## config.mk

```make
export PLATFORM = sky130hd
export DESIGN_NAME = kianv_sc_mem_sequencer_flat
export DESIGN_NICKNAME = d
export VERILOG_FILES = /design/src/rtl/kianv_sc_seq_pkg.sv /design/src/rtl/kianv_sc_mem_sequencer_if.sv /design/src/rtl/kianv_sc_mem_watchdog.sv /design/src/rtl/kianv_sc_mem_sequencer.sv /design/src/flat_wrapper.sv
export SDC_FILE = /design/constraint.sdc
export NUM_CORES = 1
export LEC_CHECK = 0
export CELL_PAD_IN_SITES_DETAIL_PLACEMENT = 2
export CELL_PAD_IN_SITES_GLOBAL_PLACEMENT = 2
export CORE_UTILIZATION = 16
export DETAILED_ROUTE_END_ITERATION = 8
export HOLD_SLACK_MARGIN = 0.03
export PLACE_DENSITY = 0.85
export SLEW_MARGIN = 10
export SYNTH_ARGS = -nofsm -noshare
export SYNTH_HDL_FRONTEND = slang
export SYNTH_SLANG_ARGS = --single-unit
export TNS_END_PERCENT = 20
```

## constraint.sdc

```tcl
create_clock -name clk -period 2.23 [get_ports clk]
set_clock_uncertainty 0.1 [all_clocks]
set_input_delay 0.446 -clock clk [delete_from_list [all_inputs] [get_ports clk]]
set_output_delay 0.446 -clock clk [all_outputs]
set_load 0.05 [all_outputs]
```

## src/rtl/kianv_sc_seq_pkg.sv

```systemverilog
// Shared types and constants for the kianv single-port memory sequencer.
package kianv_sc_seq_pkg;

    typedef enum logic [2:0] {
        RST,
        FETCH,
        DATA,
        EXEC,
        HALT,
        ERROR
    } SeqState_t;

    localparam logic [6:0]  OP_LOAD   = 7'b0000011;
    localparam logic [6:0]  OP_STORE  = 7'b0100011;
    localparam logic [31:0] NOP_INSTR = 32'h0000_0013;

    // Bus is word addressed; byte lane selection is carried by the strobes.
    function automatic logic [31:0] word_addr(input logic [31:0] addr);
        return addr & 32'hffff_fffc;
    endfunction

    function automatic logic is_mem_op(input logic [6:0] opcode);
        return (opcode == OP_LOAD) || (opcode == OP_STORE);
    endfunction

endpackage

```

## src/rtl/kianv_sc_mem_sequencer_if.sv

```systemverilog
// Ready/valid memory bus between the sequencer (master) and SoC memory (slave).
interface kianv_sc_mem_sequencer_if;

    logic        mem_valid;
    logic        mem_ready;
    logic [31:0] mem_addr;
    logic [31:0] mem_wdata;
    logic [3:0]  mem_wstrb;
    logic [31:0] mem_rdata;

    modport master (
        output mem_valid,
        output mem_addr,
        output mem_wdata,
        output mem_wstrb,
        input  mem_ready,
        input  mem_rdata
    );

    modport slave (
        input  mem_valid,
        input  mem_addr,
        input  mem_wdata,
        input  mem_wstrb,
        output mem_ready,
        output mem_rdata
    );

endinterface

```

## src/rtl/kianv_sc_mem_watchdog.sv

```systemverilog
// Per-transaction wait counter; flags expiry on the TIMEOUT_CYCLES-th wait cycle.
// Instantiated only when KIANV_SC_MEM_TIMEOUT_EN is defined.
module kianv_sc_mem_watchdog #(
    parameter int unsigned TIMEOUT_CYCLES = 255
) (
    input  logic clk,
    input  logic reset,
    input  logic valid,
    input  logic ready,
    output logic expire
);

    logic [31:0] cnt_q, cnt_d;
    logic        waiting;

    assign waiting = valid && !ready;
    assign expire  = waiting && ((cnt_q + 32'd1) >= TIMEOUT_CYCLES);

    // Any idle or accepted cycle clears, so each new phase starts from zero.
    always_comb begin
        cnt_d = 32'd0;
        if (waiting) begin
            cnt_d = cnt_q + 32'd1;
        end
    end

    always_ff @(posedge clk) begin
        if (reset) begin
            cnt_q <= 32'd0;
        end else begin
            cnt_q <= cnt_d;
        end
    end

endmodule

```

## src/rtl/kianv_sc_mem_sequencer.sv

```systemverilog
// Fetch / data / exec sequencer letting the single-cycle rv32i core share one memory port.
// Optional bus timeout enabled by defining KIANV_SC_MEM_TIMEOUT_EN.
module kianv_sc_mem_sequencer
    import kianv_sc_seq_pkg::*;
#(
    parameter logic [31:0] RESET_ADDR     = 32'h0000_0000,
    parameter int unsigned TIMEOUT_CYCLES = 255
) (
    input  logic                            clk,
    input  logic                            reset,

    output logic                            core_ce,
    input  logic [31:0]                     core_pc,
    input  logic [31:0]                     core_alu_result,
    input  logic [31:0]                     core_write_data,
    input  logic [3:0]                      core_write_mask,
    output logic [31:0]                     core_instr,
    output logic [31:0]                     core_read_data,

    kianv_sc_mem_sequencer_if.master        mem,

    input  logic                            halt_req,
    output logic                            halted,
    output logic                            bus_error
);

    SeqState_t   state_q, state_d;
    logic [31:0] instr_q, rdata_q;
    logic        is_store;
    logic        timeout;
    logic        in_error;

    // RESET_ADDR is consumed by the integrating top, not here.
    logic unused_params;
    assign unused_params = ^{RESET_ADDR, TIMEOUT_CYCLES};

    assign is_store = (instr_q[6:0] == OP_STORE);

`ifdef KIANV_SC_MEM_TIMEOUT_EN
    kianv_sc_mem_watchdog #(
        .TIMEOUT_CYCLES (TIMEOUT_CYCLES)
    ) u_watchdog (
        .clk    (clk),
        .reset  (reset),
        .valid  (mem.mem_valid),
        .ready  (mem.mem_ready),
        .expire (timeout)
    );
    assign bus_error = in_error;
`else
    assign timeout   = 1'b0;
    assign bus_error = 1'b0;
`endif

    always_comb begin
        state_d       = state_q;
        mem.mem_valid = 1'b0;
        mem.mem_addr  = 32'd0;
        mem.mem_wdata = 32'd0;
        mem.mem_wstrb = 4'd0;
        core_ce       = 1'b0;
        halted        = 1'b0;
        in_error      = 1'b0;

        unique case (state_q)
            RST: begin
                state_d = FETCH;
            end
            FETCH: begin
                mem.mem_valid = 1'b1;
                mem.mem_addr  = word_addr(core_pc);
                if (mem.mem_ready) begin
                    state_d = is_mem_op(mem.mem_rdata[6:0]) ? DATA : EXEC;
                end else if (timeout) begin
                    state_d = ERROR;
                end
            end
            DATA: begin
                mem.mem_valid = 1'b1;
                mem.mem_addr  = word_addr(core_alu_result);
                mem.mem_wdata = core_write_data;
                mem.mem_wstrb = is_store ? core_write_mask : 4'd0;
                if (mem.mem_ready) begin
                    state_d = EXEC;
                end else if (timeout) begin
                    state_d = ERROR;
                end
            end
            EXEC: begin
                core_ce = 1'b1;
                state_d = halt_req ? HALT : FETCH;
            end
            HALT: begin
                halted = 1'b1;
                if (!halt_req) begin
                    state_d = FETCH;
                end
            end
            ERROR: begin
                in_error = 1'b1;
            end
            default: begin
                state_d = RST;
            end
        endcase
    end

    // Reset has priority over a coincident mem_ready, so nothing is latched then.
    always_ff @(posedge clk) begin
        if (reset) begin
            state_q <= RST;
            instr_q <= NOP_INSTR;
            rdata_q <= 32'd0;
        end else begin
            state_q <= state_d;
            if (state_q == FETCH && mem.mem_ready) begin
                instr_q <= mem.mem_rdata;
            end
            if (state_q == DATA && mem.mem_ready && !is_store) begin
                rdata_q <= mem.mem_rdata;
            end
        end
    end

    assign core_instr     = instr_q;
    assign core_read_data = rdata_q;

endmodule
```

## src/flat_wrapper.sv

```systemverilog
// flat-port wrapper written by rule: the top's interface ports become plain ports
module kianv_sc_mem_sequencer_flat import kianv_sc_seq_pkg::*;
#(
    parameter logic [31:0] RESET_ADDR     = 32'h0000_0000,
    parameter int unsigned TIMEOUT_CYCLES = 255
)
  (clk, reset, core_ce, core_pc, core_alu_result, core_write_data, core_write_mask, core_instr, core_read_data, halt_req, halted, bus_error, mem_mem_valid, mem_mem_addr, mem_mem_wdata, mem_mem_wstrb, mem_mem_ready, mem_mem_rdata);
  kianv_sc_mem_sequencer_if mem_i ();
  input  logic clk;
  input  logic reset;
  output logic core_ce;
  input  logic [31:0] core_pc;
  input  logic [31:0] core_alu_result;
  input  logic [31:0] core_write_data;
  input  logic [3:0] core_write_mask;
  output logic [31:0] core_instr;
  output logic [31:0] core_read_data;
  input  logic halt_req;
  output logic halted;
  output logic bus_error;
  output wire logic [$bits(mem_i.mem_valid)-1:0] mem_mem_valid;
  output wire logic [$bits(mem_i.mem_addr)-1:0] mem_mem_addr;
  output wire logic [$bits(mem_i.mem_wdata)-1:0] mem_mem_wdata;
  output wire logic [$bits(mem_i.mem_wstrb)-1:0] mem_mem_wstrb;
  input wire logic [$bits(mem_i.mem_ready)-1:0] mem_mem_ready;
  input wire logic [$bits(mem_i.mem_rdata)-1:0] mem_mem_rdata;
  assign mem_mem_valid = mem_i.mem_valid;
  assign mem_mem_addr = mem_i.mem_addr;
  assign mem_mem_wdata = mem_i.mem_wdata;
  assign mem_mem_wstrb = mem_i.mem_wstrb;
  assign mem_i.mem_ready = mem_mem_ready;
  assign mem_i.mem_rdata = mem_mem_rdata;
  kianv_sc_mem_sequencer #(.RESET_ADDR(RESET_ADDR), .TIMEOUT_CYCLES(TIMEOUT_CYCLES)) u_core (.clk(clk), .reset(reset), .core_ce(core_ce), .core_pc(core_pc), .core_alu_result(core_alu_result), .core_write_data(core_write_data), .core_write_mask(core_write_mask), .core_instr(core_instr), .core_read_data(core_read_data), .mem(mem_i), .halt_req(halt_req), .halted(halted), .bus_error(bus_error));
endmodule
```

==> summary.txt <==
Global route
  • Vias in the first global route: 4291
  • Met3 Track Usage GR: 5.50%
  • First-pass GRT wire length: 24800 µm
  • GRT Resource Usage Total: 16.3%
  • Total gr overflow: 0
  • GR peak layer: met2
  • Antenna violations before repair: 0
  • Largest net degree at the start of global routing: 32
  • M2 GR Usage: 31.1%
  • Met1 Use GR: 16.6%

Placed design
  • Final HPWL DP: 13000 µm
  • Buffers added on ports: 264
  • Pre-CTS WS: 0.113 ns
  • Gpl congestion: 0.797

Timing
  • Relative slew slack: 62.0%
  • Slew Limit Fails: 0
  • Final min period: 2.37 ns
  • Final hold viol count: 0
  • Unrepaired setup endpoints after global routing: true
  • Final period util: 106%
  • Fmax: 0.422 GHz
  • Worst Max-Slew Pin Slew: 0.569 ns
  • # setup viols final: 25
  • Worst Setup Slack, final: -0.137 ns

Power
  • Leakage: 2.83 nW
  • Max VDD drop: 0.277 mV
  • Power Dens Cells: 554 nW/µm²

Synth
  • Mux cell area share after synthesis: 10.3%
  • Ys flop type: dfxtp_1
  • Seq/Total Area, Yosys: 41.7%
  • Async set-reset flop share out of synthesis: 0%
  • Syn avg cell area: 8.21 µm²
  • XOR/XNOR Fraction of Synth Area: 0%
  • Post-Syn Instances: 392
  • Post-Synth Simple-Gate Area: 27.1%
  • Post-Syn Area: 3220 µm²
  • Post-synth EDFFs: 0
  • #FFs+latches synth: 67
  • Area fraction in compound gates after synthesis: 14.2%
  • Synth warn: 0
  • Post-Synth Adder-Cell Area: 0%
  • Post-synth cell types: 31
  • Largest family of logic cells by synthesized area: simple AND/OR/NAND/NOR gates

Clock tree
  • TritonCTS clock tree: yes
  • Longest Clk Path Bufs: 2
  • Num CTS Buffers: 9
  • TritonCTS Sinks: 67
  • Worst-Skew Late Latency: 0.33 ns
  • Reg clk slew, reported paths: 0.06 ns
  • Clk root buf: clkbuf_16
  • # hold bufs at CTS: 0
  • H-tree Lvls: 3

Cells and area
  • Layout cells sized above 1: 26.4%
  • Area delta synth->final: 133%
  • N_diodes: 0
  • Post-layout util: 38.3%
  • Final net count: 794

Detailed routing
  • Total wire length: 16900 µm
  • Drt first pass iters: 4
  • Vias per inst: 4.18
  • DRC Markers: 0
  • Antenna Nets Post-Route: 0
  • DRT iter0 DRCs: 88
  • Wire per inst: 18.2 µm
  • Routed vias: 3879

Setup path
  • Critical path data required time: 1.68 ns
  • Worst Setup Start Kind: register
  • Critical Path End Type: primary output
  • CP max FO: 4
  • Crit path DAT: 1.82 ns
  • Crit path kind: reg -> out
  • Slowest CP cell: or4b_4
  • Worst R2R Setup Slack: 0.36 ns
  • Slowest stage delay, CP: 0.56 ns
  • Kind of cell adding the most delay to the critical path: simple AND/OR/NAND/NOR gates
  • Critical path cell sequence: or4b_4, nor4_4, buf_4, and2_4, buf_12
  • Buf/Inv on CP: 2

Floorplan
  • Core area: 19600 µm²
  • Ports: 272
  • DIE WIDTH: 144 µm
  • Die Area: 20700 µm²
  • # rows: 51
  • Die Y: 144 µm
  • Initial cell density of the core: 16.4%

Run status
  • Failing checks: negative setup slack
  • Outcome: complete, but fails checks

Job
  • Max-cap viol count: 0

Min path
  • Hold WC Path Type: reg -> reg
final cells by class:
cell class | instances | area, µm²
Inverter | 1 | 3.75
Clock buffer | 10 | 239
Timing Repair Buffer | 290 | 3680
Multi-Input combinational cell | 289 | 1850
Tap cell | 265 | 332
Fill cell | 2114 | 12100
Sequential cell | 67 | 1350
Clock inverter | 6 | 41.3
layer usage:
layer / up-vias / routed length [µm]
met3: 13 / 1260
met1: 1875 / 6000
met5: - / 0
met4: 0 / 182
li1: 1835 / -
met2: 156 / 9440
state kept, by name (all words and copies together), names as in the netlist:
register               count
u_core.core_instr         32
u_core.core_read_data     32
u_core.state_q             3
repair_timing:
item,CTS,global route
setup buffers,3,1
endpoints found under the hold margin,0,0
endpoints found under the setup margin,67,68
resized for setup,22,28
pin swaps,8,20
gates cloned,3,0
stage by stage:
step                hold slack, ns  TNS, ns  instances  total power, mW  instance area [µm²]
floorplan                    0.423   -0.815        394             1.98                 3250
global placement             0.342        0        905             2.76                 6950
detailed placement           0.349        0        905             2.79                 6950
CTS                          0.358    -5.08        927             4.20                 7410
global route                 0.378    -5.00        928             4.33                 7500
finish                       0.357   -0.870        928             4.15                 7500
synth_stat cells (all sizes together), types with 2 or more instances:
| cell type | number | share of area (%) |
|---|---|---|
| nor3b | 3 | 0.85 |
| nor4bb | 2 | 0.62 |
| nand2 | 130 | 15 |
| dfxtp | 67 | 42 |
| and2 | 36 | 7.0 |
| buf | 10 | 3.4 |
| mux2i | 33 | 10 |
| a21oi | 32 | 5.0 |
| a22o | 30 | 8.2 |
| nor2b | 3 | 0.58 |
| nand3 | 3 | 0.47 |
| clkbuf | 27 | 3.1 |
| nand2b | 2 | 0.39 |
cell families (layout without fill, tap and decap cells):
group	after synthesis	in the layout
and+or+nand+nor	187	187
DFF	67	67
AOI/OAI and AO/OA	66	66
buffers and inverters	38	307
muxes	33	33
other	1	3
worst reg2reg max path, stage by stage, from the launching register on:
cell     delay (ns)
dfxtp_2        0.33
or4b_4         0.56
o31a_2         0.40
buf_12         0.18
mux2i_1        0.20
path summary, 6_finish.rpt:
kind | startpoint | to | depth (start not counted)
max | u_core.core_instr[4]$_SDFFE_PP1P_ | mem_mem_wstrb[2] | 5
min | u_core.core_instr[10]$_SDFFE_PP0P_ | u_core.core_instr[10]$_SDFFE_PP0P_ | 2
max reg2reg | u_core.core_instr[4]$_SDFFE_PP1P_ | u_core.core_read_data[9]$_SDFFE_PP0P_ | 4
min reg2reg | u_core.core_instr[10]$_SDFFE_PP0P_ | u_core.core_instr[10]$_SDFFE_PP0P_ | 2
cell usage in the layout, fill, tap and decap left out, types with 2 or more instances in the layout:
cell	instances
nor2b_2	2
nand3_1	3
mux2i_1	33
a22o_2	2
clkinvlp_4	3
conb_1	3
dfxtp_1	62
buf_6	2
buf_16	3
dfxtp_2	5
and2_4	36
buf_4	18
clkdlybuf4s50_1	190
nand2_1	130
a21oi_1	32
a22o_4	4
buf_12	76
clkinv_2	2
clkbuf_16	9
nand2b_1	2
a22o_1	24
where the power goes:
group,leakage [nW],total [mW],switching (mW),internal [mW]
Combinational,2.15,1.54,0.798,0.743
Clock,0.130,1.33,0.554,0.780
Sequential,0.546,1.28,0.0311,1.25
No activity file was read; power rests on OpenSTA's default activity.
